===== config.mk =====
export PLATFORM = sky130hd
export DESIGN_NAME = instruction_memory_unit
export DESIGN_NICKNAME = d
export VERILOG_FILES = /design/src/rtl/instruction_memory_unit.sv
export SDC_FILE = /design/constraint.sdc
export NUM_CORES = 1
export LEC_CHECK = 0
export CAP_MARGIN = 15
export CORE_MARGIN = 1
export CORE_UTILIZATION = 60
export CTS_CLUSTER_DIAMETER = 100
export DETAILED_ROUTE_END_ITERATION = 8
export PLACE_DENSITY_LB_ADDON = 0.05
export SYNTH_ARGS = -nofsm -noshare
export SYNTH_HDL_FRONTEND = slang
export SYNTH_SLANG_ARGS = --single-unit

===== constraint.sdc =====
create_clock -name CLK -period 3 [get_ports CLK]
set_clock_uncertainty 0.15 [all_clocks]
set_input_delay 0.45 -clock CLK [delete_from_list [all_inputs] [get_ports CLK]]
set_output_delay 0.45 -clock CLK [all_outputs]
set_load 0.02 [all_outputs]

===== src/rtl/instruction_memory_unit.sv =====
// Program store for the 8-bit accumulator core: byte-wide valid/ready loading while the core is held in reset, then zero-latency instruction fetch.
// The load port stalls through LoadReady once DEPTH words are stored. The instruction bus freezes at the HALT word once HALT is fetched.
module instruction_memory_unit #(
  parameter int         DEPTH       = 32,
  parameter logic [3:0] HALT_OPCODE = 4'b1111
) (
  input  logic       CLK,
  input  logic       CLB,
  input  logic       LoadValid,
  input  logic [7:0] LoadData,
  output logic       LoadReady,
  input  logic       LoadDone,
  input  logic [7:0] FromProcessor,
  output logic [7:0] ToProcessor,
  output logic       CoreReset,
  output logic       Halted,
  output logic [7:0] LoadCount,
  output logic [7:0] FetchCount
);

  localparam int         AW      = (DEPTH > 1) ? $clog2(DEPTH) : 1;
  localparam logic [8:0] DEPTH_W = 9'(DEPTH);

  typedef enum logic [1:0] {
    ST_LOAD   = 2'd0,
    ST_RUN    = 2'd1,
    ST_HALTED = 2'd2
  } state_t;

  state_t      state, next_state;
  logic [7:0]  mem [DEPTH];
  logic [8:0]  load_cnt;     // one bit wider than LoadCount so DEPTH=256 can be reached
  logic [7:0]  fetch_cnt;
  logic [7:0]  rd_word;
  logic        in_range;
  logic        accept;

  assign LoadCount  = load_cnt[7:0];
  assign FetchCount = fetch_cnt;

  // LoadCount gates every read, so stale memory from an earlier program is never visible.
  assign in_range = ({1'b0, FromProcessor} < load_cnt);
  assign rd_word  = in_range ? mem[FromProcessor[AW-1:0]] : 8'h00;
  assign accept   = LoadValid && LoadReady;

  always_ff @(posedge CLK) begin
    if (CLB) begin
      state <= ST_LOAD;
    end else begin
      state <= next_state;
    end
  end

  always_comb begin
    next_state  = state;
    LoadReady   = 1'b0;
    CoreReset   = 1'b0;
    Halted      = 1'b0;
    ToProcessor = 8'h00;
    case (state)
      ST_LOAD: begin
        CoreReset = 1'b1;
        LoadReady = (load_cnt < DEPTH_W);
        if (LoadDone) begin
          next_state = ST_RUN;
        end
      end
      ST_RUN: begin
        ToProcessor = rd_word;
        if (rd_word[7:4] == HALT_OPCODE) begin
          next_state = ST_HALTED;
        end
      end
      ST_HALTED: begin
        Halted      = 1'b1;
        ToProcessor = {HALT_OPCODE, 4'b0000};
      end
      default: begin
        next_state = ST_LOAD;
      end
    endcase
  end

  always_ff @(posedge CLK) begin
    if (CLB) begin
      load_cnt  <= 9'd0;
      fetch_cnt <= 8'd0;
    end else begin
      if (accept) begin
        load_cnt <= load_cnt + 9'd1;
      end
      if (state == ST_RUN && fetch_cnt != 8'hFF) begin
        fetch_cnt <= fetch_cnt + 8'd1;
      end
    end
  end

  // Program storage is deliberately left out of reset.
  always_ff @(posedge CLK) begin
    if (!CLB && accept) begin
      mem[load_cnt[AW-1:0]] <= LoadData;
    end
  end

endmodule


==> impl_metrics.csv, run 1 <==
group,metric,value,unit
outcome,status,"complete, but fails checks",
outcome,violations,"design-rule violations",
critical_path,path_buf_inv,1,
place,placed_area,12500,um^2
min_path,min_path_cells,2,
floorplan,core_region_area,18100,um^2
critical_path,slowest_stage,"mux4_2",
layout,nNetsFinal,787,
layout,diodes,0,
min_path,hold_path_class,"flip-flop to flip-flop",
layout,nFillCells,1014,
power_and_ir_drop,peakVddDrop,683,uV
route,antenna_left,0,
power_and_ir_drop,pwr_density_cell,632,nW/um^2
synthesis,synth_top_family_by_area,"multiplexers",
critical_path,r2r_cells,14,
route,vias,6081,
critical_path,r2r_setup_slack,0.07,ns
floorplan,dieArea,19300,um^2
clock_tree,clk_pin_slew,0.06,ns
synthesis,ys_seq_elements,275,
clock_tree,cts_buffer_depth,3,
sta,tns,0,ns
global_routing,track_usage,27.5,%
floorplan,initial_core_util,61.9,%
global_routing,grt_use_met3,4.21,%
clock_tree,cts_hold_buf,0,
sta,layout_min_cycle_time,3.00,ns
synthesis,synth_xor_area_share,0.702,%
sta,period_share,99.9,%
layout,design_area,13800,um^2
synthesis,synth_compound_area_share,2.25,%
sta,maxSlewViolCount,0,
min_path,hp-start,"load_cnt[6]",
clock_tree,htree_levels,1,
route,drt-initial-drc-count,460,
clock_tree,cts_tree,"built",
synthesis,synthCells,602,
clock_tree,cts_root_buf,"clkbuf_16",
layout,area_growth,23.2,%
critical_path,cp_top_family,"multiplexers",
route,via_per_inst,6.06,
floorplan,die_w,139,um
floorplan,rows,49,
critical_path,cpPeakStageDelay,0.47,ns
sta,worst_slew_pin_slew,0.496,ns
global_routing,met2_usage,47.0,%
critical_path,critPathLaunch,"mem[16][4]",
route,wl_per_cell,25.4,um
critical_path,crit_fanout,2,
synthesis,synth_seq_area_share,71.8,%
synthesis,synth.cell_area,11200,um^2
power_and_ir_drop,leakagePower,4.74,nW
critical_path,crit_type,"flip-flop to primary output",
layout,final_core_util,76.2,%
floorplan,io_pins,47,
synthesis,synth_cell_types,48,
critical_path,crit_path_end,"ToProcessor[4]",
global_routing,grt_pass1_vias,6302,
route,drt_wl_total,25400,um
critical_path,cp.required,2.40,ns
critical_path,r2r-end,"state[0]",
critical_path,path_depth,7,
global_routing,overflow,0,
critical_path,r2r-start,"load_cnt[3]",
synthesis,syn_nets,637,
layout,drive_above_1_share,34.8,%
critical_path,cp-end-kind,"primary output",
synthesis,synthMuxAreaShare,15.6,%
critical_path,startpoint_type,"flip-flop",
sta,slew_headroom,66.6,%
sta,hold_viol,0,
clock_tree,cts_made_buffers,28,
clock_tree,clk_latency,0.55,ns
synthesis,syn_avg_cell_area,18.7,um^2
synthesis,ys.flop_type,"edfxtp_1",
global_routing,antenna_found_initial,1,
place,portBuffers,46,
run,maxCapViolations,0,
critical_path,cp_cell_sequence,"mux4_2 -> mux2_4 -> o22ai_4 -> a221oi_2 -> a31oi_1 -> nor2b_1 -> buf_2",
sta,fin_hold_ws,0.321,ns
synthesis,synth-simple-area-share,5.54,%
global_routing,top_usage_layer,"met2",
sta,rsz0062_at_grt,"yes",
global_routing,grtUsageMet1,37.5,%
clock_tree,cts.sinks,275,
synthesis,synth_edf_count,256,
sta,fmax,334,MHz
synthesis,yosysWarnings,0,
power_and_ir_drop,p_total,8.74,mW
synthesis,synth_fa_ha_area_share,1.67,%
floorplan,die_y,139,um
sta,final-setup-viol-count,0,
global_routing,grt_max_degree,33,
route,drtPass1Iterations,6,
critical_path,critical_path_arrival,2.40,ns
place,hpwlAfterDp,16500,um
synthesis,synthArstFlopShare,0,%
global_routing,grt_pass1_wl,38500,um
route,drc,2,
place,place.gp.congestion,0.832,
==> worst min-delay path by stage <==
stage,endpoint
finish,load_cnt[6]
global route,load_cnt[6]
CTS,load_cnt[6]
detailed placement,load_cnt[6]
global placement,load_cnt[7]
floorplan,load_cnt[7]
==> power by group <==
group	internal, mW	total [mW]	switching [mW]
clock network	2.16	3.61	1.45
logic	0.400	0.872	0.472
registers	4.24	4.26	0.0251
==> layout by cell type (no fill, tap or decap), types with 7 or more instances in the layout <==
master and n:
dfxtp_1 14, edfxtp_1 256, mux4_2 65, buf_6 13, nor2_1 61, buf_12 7, buf_4 93, nand2_1 17
mux2i_1 21, nand3_1 13, inv_1 9, a21oi_1 7, clkbuf_16 29, clkdlybuf4s50_1 33, ha_1 11
==> synth_stat cells (2+ instances only) <==
master    count  area share (%)
o21a_1        4            0.27
nor3_1        2           0.089
nand2b_1      2            0.11
xnor2_1       5            0.39
or3_1         3            0.17
buf_4        13            0.87
nand3_1      15            0.67
and4_1        2            0.16
a21oi_1       8            0.36
nand3b_1      3            0.20
dfxtp_1      19             3.4
mux2_2        4            0.40
nor2_1       63             2.1
mux4_2       63              13
nand4_1       5            0.28
mux2i_1      24             2.1
a211oi_1      2            0.13
buf_6         4            0.40
nor2b_1       6            0.33
clkbuf_1      6            0.20
and3_1        3            0.17
buf_1         3            0.10
inv_1        14            0.47
edfxtp_1    256              68
a22oi_1       3            0.20
a221oi_1      2            0.16
xor2_1        4            0.31
mux4_1        2            0.47
nand2_1      20            0.67
buf_2         7            0.31
a311o_1       2            0.18
ha_1         15             1.7
o21ai_0       3            0.13
==> through the flow <==
step,std cells,worst slack (ns)
2_1_floorplan,602,0.0663
5_1_grt,1003,-0.0606
3_5_place_dp,935,-0.505
6_report,1003,0.00414
4_1_cts,998,-0.0104
3_3_place_gp,935,-0.473
==> metal layers <==
metal / part of all wire (%) / wire length [um] / vias up
met5: 0.047 / 12 / -
met4: 2.1 / 544 / 2
met3: 6.1 / 1560 / 48
met2: 51 / 13000 / 189
met1: 41 / 10300 / 3146
li1: - / - / 2696
==> cell families after synthesis <==
| group | after synthesis |
|---|---|
| muxes | 93 |
| DFF | 275 |
| AOI/OAI and AO/OA | 34 |
| and+or+nand+nor | 129 |
| xor gates and xnor gates | 9 |
| buffers and inverters | 47 |
| adders and majority gates | 15 |
==> sequential cells by signal (all words and copies together) (netlist names) <==
register,cells
FetchCount,8
load_cnt,9
mem,256
state,2
==> area by class of cell <==
| class | count | area, um^2 | area share (%) |
|---|---|---|---|
| sequential | 275 | 8070 | 58.4 |
| multi-input combinational | 280 | 3050 | 22.0 |
| timing repair buffer | 153 | 1400 | 10.1 |
| clock buffer | 34 | 763 | 5.52 |
| tap | 229 | 287 | 2.07 |
| clock inverter | 18 | 211 | 1.53 |
| inverter | 14 | 52.6 | 0.380 |
==> repair_timing <==
action | 4_1_cts | 5_1_grt
gates resized for setup | 72 | 24
gates cloned | 0 | 1
endpoints found under the setup margin | 8 | 10
buffers inserted | 11 | 4
pin swaps | 10 | 10
==> worst min-delay path: cells and delay by family (launching register included) <==
family | cells | cell delay, ns
buf+inv | 1 | 0.07
simple gates | 1 | 0.05
flops | 1 | 0.32
Note: power is estimated with default switching activity, not from simulation.
==> inputs of run 2 (changes only) <==
CAP_MARGIN = 20   (was 15)
PLACE_DENSITY = 0.79   (was default)
PLACE_DENSITY_LB_ADDON = default   (was 0.05)
==> run 2 against run 1 <==
The run ends with design-rule violations, negative setup slack left. Sequential share of layout area up 0.76 points. Cell count down 0.70%. Global-route usage up 0.14 points. Via count up 3.3%. Setup slack worse by 0.053 ns. Worst hold slack about the same. Non-clock buffer count down 4. Power down 2.1%. Final area down 1.3%. Register-to-register slack better by 0.23 ns. Routed wire length up 0.99%. Critical endpoint is now ToProcessor[2]. Largest cell class unchanged.
==> impl_metrics.csv, run 2 (synthesis results as in run 1) <==
group,metric,value,unit
clock_tree,htree_levels,1,
floorplan,rows,49,
power_and_ir_drop,intPower,6.71,mW
clock_tree,cts.sinks,275,
layout,largest_register_ffs,256,
critical_path,cp.required,2.40,ns
critical_path,path_depth,5,
sta,layout_min_cycle_time,3.05,ns
clock_tree,cts_tree,"built",
route,vias,6281,
global_routing,grt_pass1_wl,38600,um
power_and_ir_drop,clkPwrFrac,40.5,%
critical_path,cp_cell_sequence,"mux4_2 -> mux4_2 -> mux2i_2 -> nor2_1 -> buf_2",
sta,final-setup-viol-count,2,
run,maxCapViolations,0,
power_and_ir_drop,power.switching,1.85,mW
clock_tree,cts_buffer_depth,3,
clock_tree,cts_root_buf,"clkbuf_16",
sta,hold_viol,0,
power_and_ir_drop,p_total,8.56,mW
power_and_ir_drop,pwr-share-comb,9.7,%
sta,worst_slew_pin_slew,0.457,ns
floorplan,dieArea,19300,um^2
critical_path,slowest_stage,"mux4_2",
critical_path,cpPeakStageDelay,0.53,ns
floorplan,die_y,139,um
global_routing,grt_pass1_vias,6433,
outcome,violations,"design-rule violations, negative setup slack",
layout,nNetsFinal,783,
power_and_ir_drop,pwr-share-seq,49.8,%
route,drt-initial-drc-count,728,
sta,rsz0062_at_grt,"yes",
critical_path,critical_path_arrival,2.45,ns
route,via_per_inst,6.31,
global_routing,track_usage,27.6,%
route,drt_wl_total,25700,um
min_path,hold_path_class,"flip-flop to flip-flop",
outcome,status,"complete, but fails checks",
critical_path,r2r_cells,9,
layout,drive_above_1_share,32.3,%
layout,area_growth,21.6,%
floorplan,initial_core_util,61.9,%
route,wl_per_cell,25.8,um
place,hpwlAfterDp,16000,um
clock_tree,clk_latency,0.53,ns
critical_path,cp-end-kind,"primary output",
place,place.gp.congestion,0.887,
critical_path,crit_type,"flip-flop to primary output",
power_and_ir_drop,swShare,21.6,%
sta,period_share,102,%
layout,most-common-layout-cells,"edfxtp_1 (256), buf_4 (96), mux4_2 (65)",
global_routing,grt_max_degree,33,
route,antenna_left,0,
sta,slew_headroom,69.4,%
place,pre_cts_ws,-0.440,ns
layout,final_common_cell,"edfxtp_1",
power_and_ir_drop,leakagePower,4.66,nW
global_routing,overflow,0,
critical_path,startpoint_type,"flip-flop",
power_and_ir_drop,peakVddDrop,537,uV
clock_tree,cts_hold_buf,0,
critical_path,worst_path_most_repeated_cell,"mux4_2",
route,drtPass1Iterations,7,
sta,fmax,328,MHz
layout,diodes,0,
min_path,min_path_cells,2,
route,drc,8,
sta,maxSlewViolCount,0,
layout,nFillCells,993,
sta,setup_slack,-0.0490,ns
power_and_ir_drop,pwr_density_cell,627,nW/um^2
place,dp_cells,937,
global_routing,antenna_found_initial,0,
floorplan,die_w,139,um
critical_path,crit_fanout,1,
layout,fin_cells,996,
clock_tree,clk_pin_slew,0.06,ns
critical_path,path_buf_inv,1,
place,portBuffers,46,
clock_tree,cts_made_buffers,28,
critical_path,cp_top_family,"multiplexers",
floorplan,io_pins,47,
floorplan,core_region_area,18100,um^2
run 2: changes by cell type in the layout (fill, tap and decap cells not counted), sizes merged:
cell	delta
buf	-4
clkdlybuf4s50	+1
clkinv	-2
dlymetal6s2s	-2
dlygate4sd2	+1
inv	-1
clkinvlp	-1
bufbuf	+1
run 2: layer usage:
| layer | vias up | global-route usage [%] | part of all wire, % | routed length (um) |
|---|---|---|---|---|
| met5 | - | 0 | 0 | 0 |
| met4 | 0 | 10.6 | 3.3 | 846 |
| met3 | 57 | 5.28 | 8.4 | 2160 |
| met2 | 335 | 46.3 | 50 | 12900 |
| met1 | 3197 | 36.3 | 38 | 9810 |
| li1 | 2692 | - | - | - |
run 2: what timing repair did:
| action | in CTS | in global routing |
|---|---|---|
| resized for setup | 51 | 20 |
| pin swaps | 5 | 8 |
| endpoints found under the setup margin | 8 | 8 |
| cloned | 1 | 0 |
| buffers inserted | 5 | 4 |
| endpoints found under the hold margin | 0 | 0 |
run 2: tightest hold or removal path, cell delays in order, from the launching register on:
cell and delay [ns]:
dfxtp_2 0.32, inv_2 0.07, nor2_1 0.04
run 2: cell type report:
cell class / count / area, um^2 / area share (%)
Clock inverter: 14 / 168 / 1.23
Sequential cell: 275 / 8070 / 59.1
Multi-Input combinational cell: 280 / 2980 / 21.9
Tap cell: 229 / 287 / 2.10
Clock buffer: 35 / 748 / 5.48
Inverter: 14 / 52.6 / 0.385
Timing Repair Buffer: 149 / 1340 / 9.81
run 2: worst paths after layout:
kind | startpoint | endpoint | slack [ns]
max reg2reg | state[0] | mem[3][4] | 0.30
min reg2reg | load_cnt[6] | load_cnt[6] | 0.32
min | load_cnt[6] | load_cnt[6] | 0.32
max | mem[23][2] | ToProcessor[2] | -0.05
run 2: power by group through the flow:
stage / clock (mW) / combinational (mW) / sequential, mW
6_report: 3.46 / 0.829 / 4.27
5_1_grt: 3.64 / 0.879 / 4.27
4_1_cts: 3.47 / 0.804 / 4.27
3_5_place_dp: 0 / 0.775 / 4.35
3_3_place_gp: 0 / 0.751 / 4.34
2_1_floorplan: 0 / 0.431 / 4.36
run 2: per-stage QoR:
step	instance area, um^2	setup TNS, ns	utilization (%)	hold WS, ns
floorplan	11200	0	-	0.297
global placement	12600	-2.88	69.2	0.316
detailed placement	12600	-3.34	69.2	0.326
CTS	13500	-0.0611	74.6	0.324
global route	13700	-0.526	75.2	0.332
finish	13700	-0.0617	75.2	0.320
==> inputs of run 3 (changes only) <==
ABC_AREA = 1   (was default)
CORE_UTILIZATION = 32   (was 60)
PLACE_DENSITY = default   (was 0.79)
==> run 3 against run 2 <==
The flow now finishes without violations. Via count grew 26%. Register-to-register slack lost 0.03 ns. Final area grew 3.7%. Power shrank 3.8%. Maximum frequency grew 5.7%. Non-clock buffer count grew 7. First-iteration DRC count shrank 6.6%. Clock power shrank 4%. Sequential share of layout area shrank 2.1 points. Worst hold slack gained 0.019 ns. Critical path type is now primary input to primary output. Critical endpoint is now ToProcessor[6].
==> impl_metrics.csv, run 3 <==
group,metric,value,unit
synthesis,ys.flop_type,"edfxtp_1",
clock_tree,cts_buffer_depth,3,
synthesis,synth_top_area_cell,"edfxtp_1",
place,portBuffers,46,
synthesis,synth_edf_count,256,
power_and_ir_drop,intPower,6.38,mW
clock_tree,cts_hold_buf,0,
synthesis,synthArstFlopShare,0,%
power_and_ir_drop,pwr_density_cell,582,nW/um^2
floorplan,die_w,191,um
global_routing,grt_pass1_vias,7764,
global_routing,overflow,0,
route,drt_wl_total,29400,um
floorplan,core_region_area,35500,um^2
layout,drive_above_1_share,17.1,%
synthesis,synth_common_cells,"edfxtp_1 (256), nand2_1 (253), nand3_1 (132)",
clock_tree,cts.sinks,275,
global_routing,grt_max_degree,51,
sta,worst_slew_pin_slew,0.530,ns
layout,largest_register_ffs,256,
synthesis,synthCells,984,
sta,period_share,96.2,%
synthesis,synth_cell_types,34,
layout,nFillCells,3313,
clock_tree,clk_latency,0.54,ns
synthesis,syn_avg_cell_area,11.7,um^2
synthesis,post-synth-top-count-cell,"edfxtp_1",
min_path,min_path_cells,2,
synthesis,synth_top_area_share,66.9,%
critical_path,path_buf_inv,3,
critical_path,slowest_stage,"clkdlybuf4s50_1",
route,drtPass1Iterations,7,
global_routing,grt_pass1_wl,45000,um
power_and_ir_drop,p_total,8.23,mW
critical_path,crit_fanout,6,
layout,area_growth,23.2,%
layout,most-common-layout-cells,"edfxtp_1 (256), nand2_1 (252), nand3_1 (128)",
route,drt-initial-drc-count,680,
route,wl_per_cell,18.5,um
clock_tree,htree_levels,1,
synthesis,synth.cell_area,11500,um^2
sta,hold_viol,0,
route,vias,7901,
floorplan,die_y,191,um
clock_tree,clk_pin_slew,0.06,ns
sta,slew_headroom,64.6,%
power_and_ir_drop,pwr-share-comb,8.5,%
clock_tree,cts_made_buffers,28,
power_and_ir_drop,leakagePower,5.06,nW
route,drc,0,
route,via_per_inst,4.97,
run,maxCapViolations,0,
critical_path,startpoint_type,"primary input",
place,hpwlAfterDp,18900,um
floorplan,initial_core_util,32.4,%
power_and_ir_drop,peakVddDrop,384,uV
sta,maxSlewViolCount,0,
critical_path,cp.required,2.40,ns
power_and_ir_drop,clkPwrFrac,40.2,%
clock_tree,cts_root_buf,"clkbuf_16",
synthesis,yosysWarnings,0,
critical_path,crit_type,"primary input to primary output",
global_routing,track_usage,16.2,%
critical_path,cpPeakStageDelay,0.51,ns
synthesis,yosys-top-cells-area,"edfxtp_1 (67%), nand2_1 (8.3%), nand3_1 (5.8%), dfxtp_1 (3.3%), a21oi_1 (2.7%)",
place,place.gp.congestion,0.845,
critical_path,cp_cell_sequence,"clkdlybuf4s50_1 -> ha_4 -> a21o_1 -> a22oi_1 -> nand2_1 -> nor2_2 -> buf_12 -> nand2_4 -> o31ai_4 -> buf_6",
critical_path,critical_path_arrival,2.29,ns
critical_path,cp-end-kind,"primary output",
sta,final-setup-viol-count,0,
floorplan,dieArea,36700,um^2
layout,nNetsFinal,1143,
route,antenna_left,0,
outcome,status,"finished clean",
sta,fmax,347,MHz
power_and_ir_drop,swShare,22.5,%
global_routing,antenna_found_initial,0,
min_path,hold_path_class,"flip-flop to flip-flop",
critical_path,cp_top_family,"buffers and inverters",
floorplan,io_pins,47,
synthesis,synth_seq_area_share,70.2,%
critical_path,r2r_setup_slack,0.27,ns
synthesis,ys_seq_elements,275,
layout,final_common_cell,"edfxtp_1",
layout,diodes,0,
clock_tree,cts_tree,"built",
layout,final_core_util,39.9,%
floorplan,rows,69,
sta,layout_min_cycle_time,2.89,ns
critical_path,path_depth,10,
critical_path,r2r_cells,9,
power_and_ir_drop,power.switching,1.85,mW
power_and_ir_drop,pwr-share-seq,51.3,%
synthesis,syn_nets,1019,
[run 3: kinds of logic (layout without fill, tap and decap cells)]
logic type	after synthesis	after routing	synth area share [%]
AOI/OAI and AO/OA	135	135	7.16
and+or+nand+nor	464	464	16.8
DFF	275	275	70.2
buffers and inverters	95	240	4.20
adders and majority gates	15	15	1.63
[run 3: area by class of cell]
type,count,area (um^2),area share (%)
Timing Repair Buffer,156,1420,10.0
Tap cell,461,577,4.07
Clock inverter,14,90.1,0.636
Clock buffer,37,786,5.55
Inverter,33,125,0.884
Sequential cell,275,8070,57.0
Multi-Input combinational cell,614,3090,21.8
[run 3: repair_timing]
item                       in CTS  in global routing
pin swaps                       4                  7
setup endpoints to repair       8                  8
setup buffers                   0                  1
resized for setup              49                 38
gates cloned                    0                  0
[run 3: power groups by stage]
stage	registers (mW)	clock network (mW)	logic (mW)
6_report	4.23	3.31	0.698
5_1_grt	4.23	3.49	0.765
4_1_cts	4.23	3.36	0.678
3_5_place_dp	4.31	0	0.669
3_3_place_gp	4.31	0	0.663
2_1_floorplan	4.31	0	0.334
[run 3: metal layers]
metal / routed length, um / part of all wire, % / up-vias / global-route usage [%]
met2: 14000 / 47 / 247 / 26.6
li1: - / - / 3755 / -
met3: 1850 / 6.3 / 65 / 2.88
met4: 1010 / 3.4 / 0 / 5.65
met1: 12600 / 43 / 3834 / 21.4
met5: 0 / 0 / - / 0
[run 3: worst paths after layout]
check | startpoint | to
setup / recovery | FromProcessor[6] | ToProcessor[6]
hold / removal | load_cnt[6] | load_cnt[6]
hold reg to reg | load_cnt[6] | load_cnt[6]
setup reg to reg | state[1] | mem[25][7]
[run 3: worst min-delay path, delay by kind of cell (launching register included)]
family	cells	cell delay (ns)
flops	1	0.32
buf+inv	1	0.08
simple gates	1	0.05
[run 3: metrics by stage]
step / std cells / hold WS (ns) / cell area [um^2] / setup WS (ns) / setup TNS (ns)
4_1_cts: 1589 / 0.339 / 14000 / 0.00805 / 0
6_report: 1590 / 0.340 / 14200 / 0.114 / 0
3_5_place_dp: 1538 / 0.326 / 13100 / -0.566 / -3.92
5_1_grt: 1590 / 0.370 / 14200 / -0.0177 / -0.0434
3_3_place_gp: 1538 / 0.319 / 13100 / -0.542 / -3.80
2_1_floorplan: 984 / 0.289 / 11500 / 0.0619 / 0
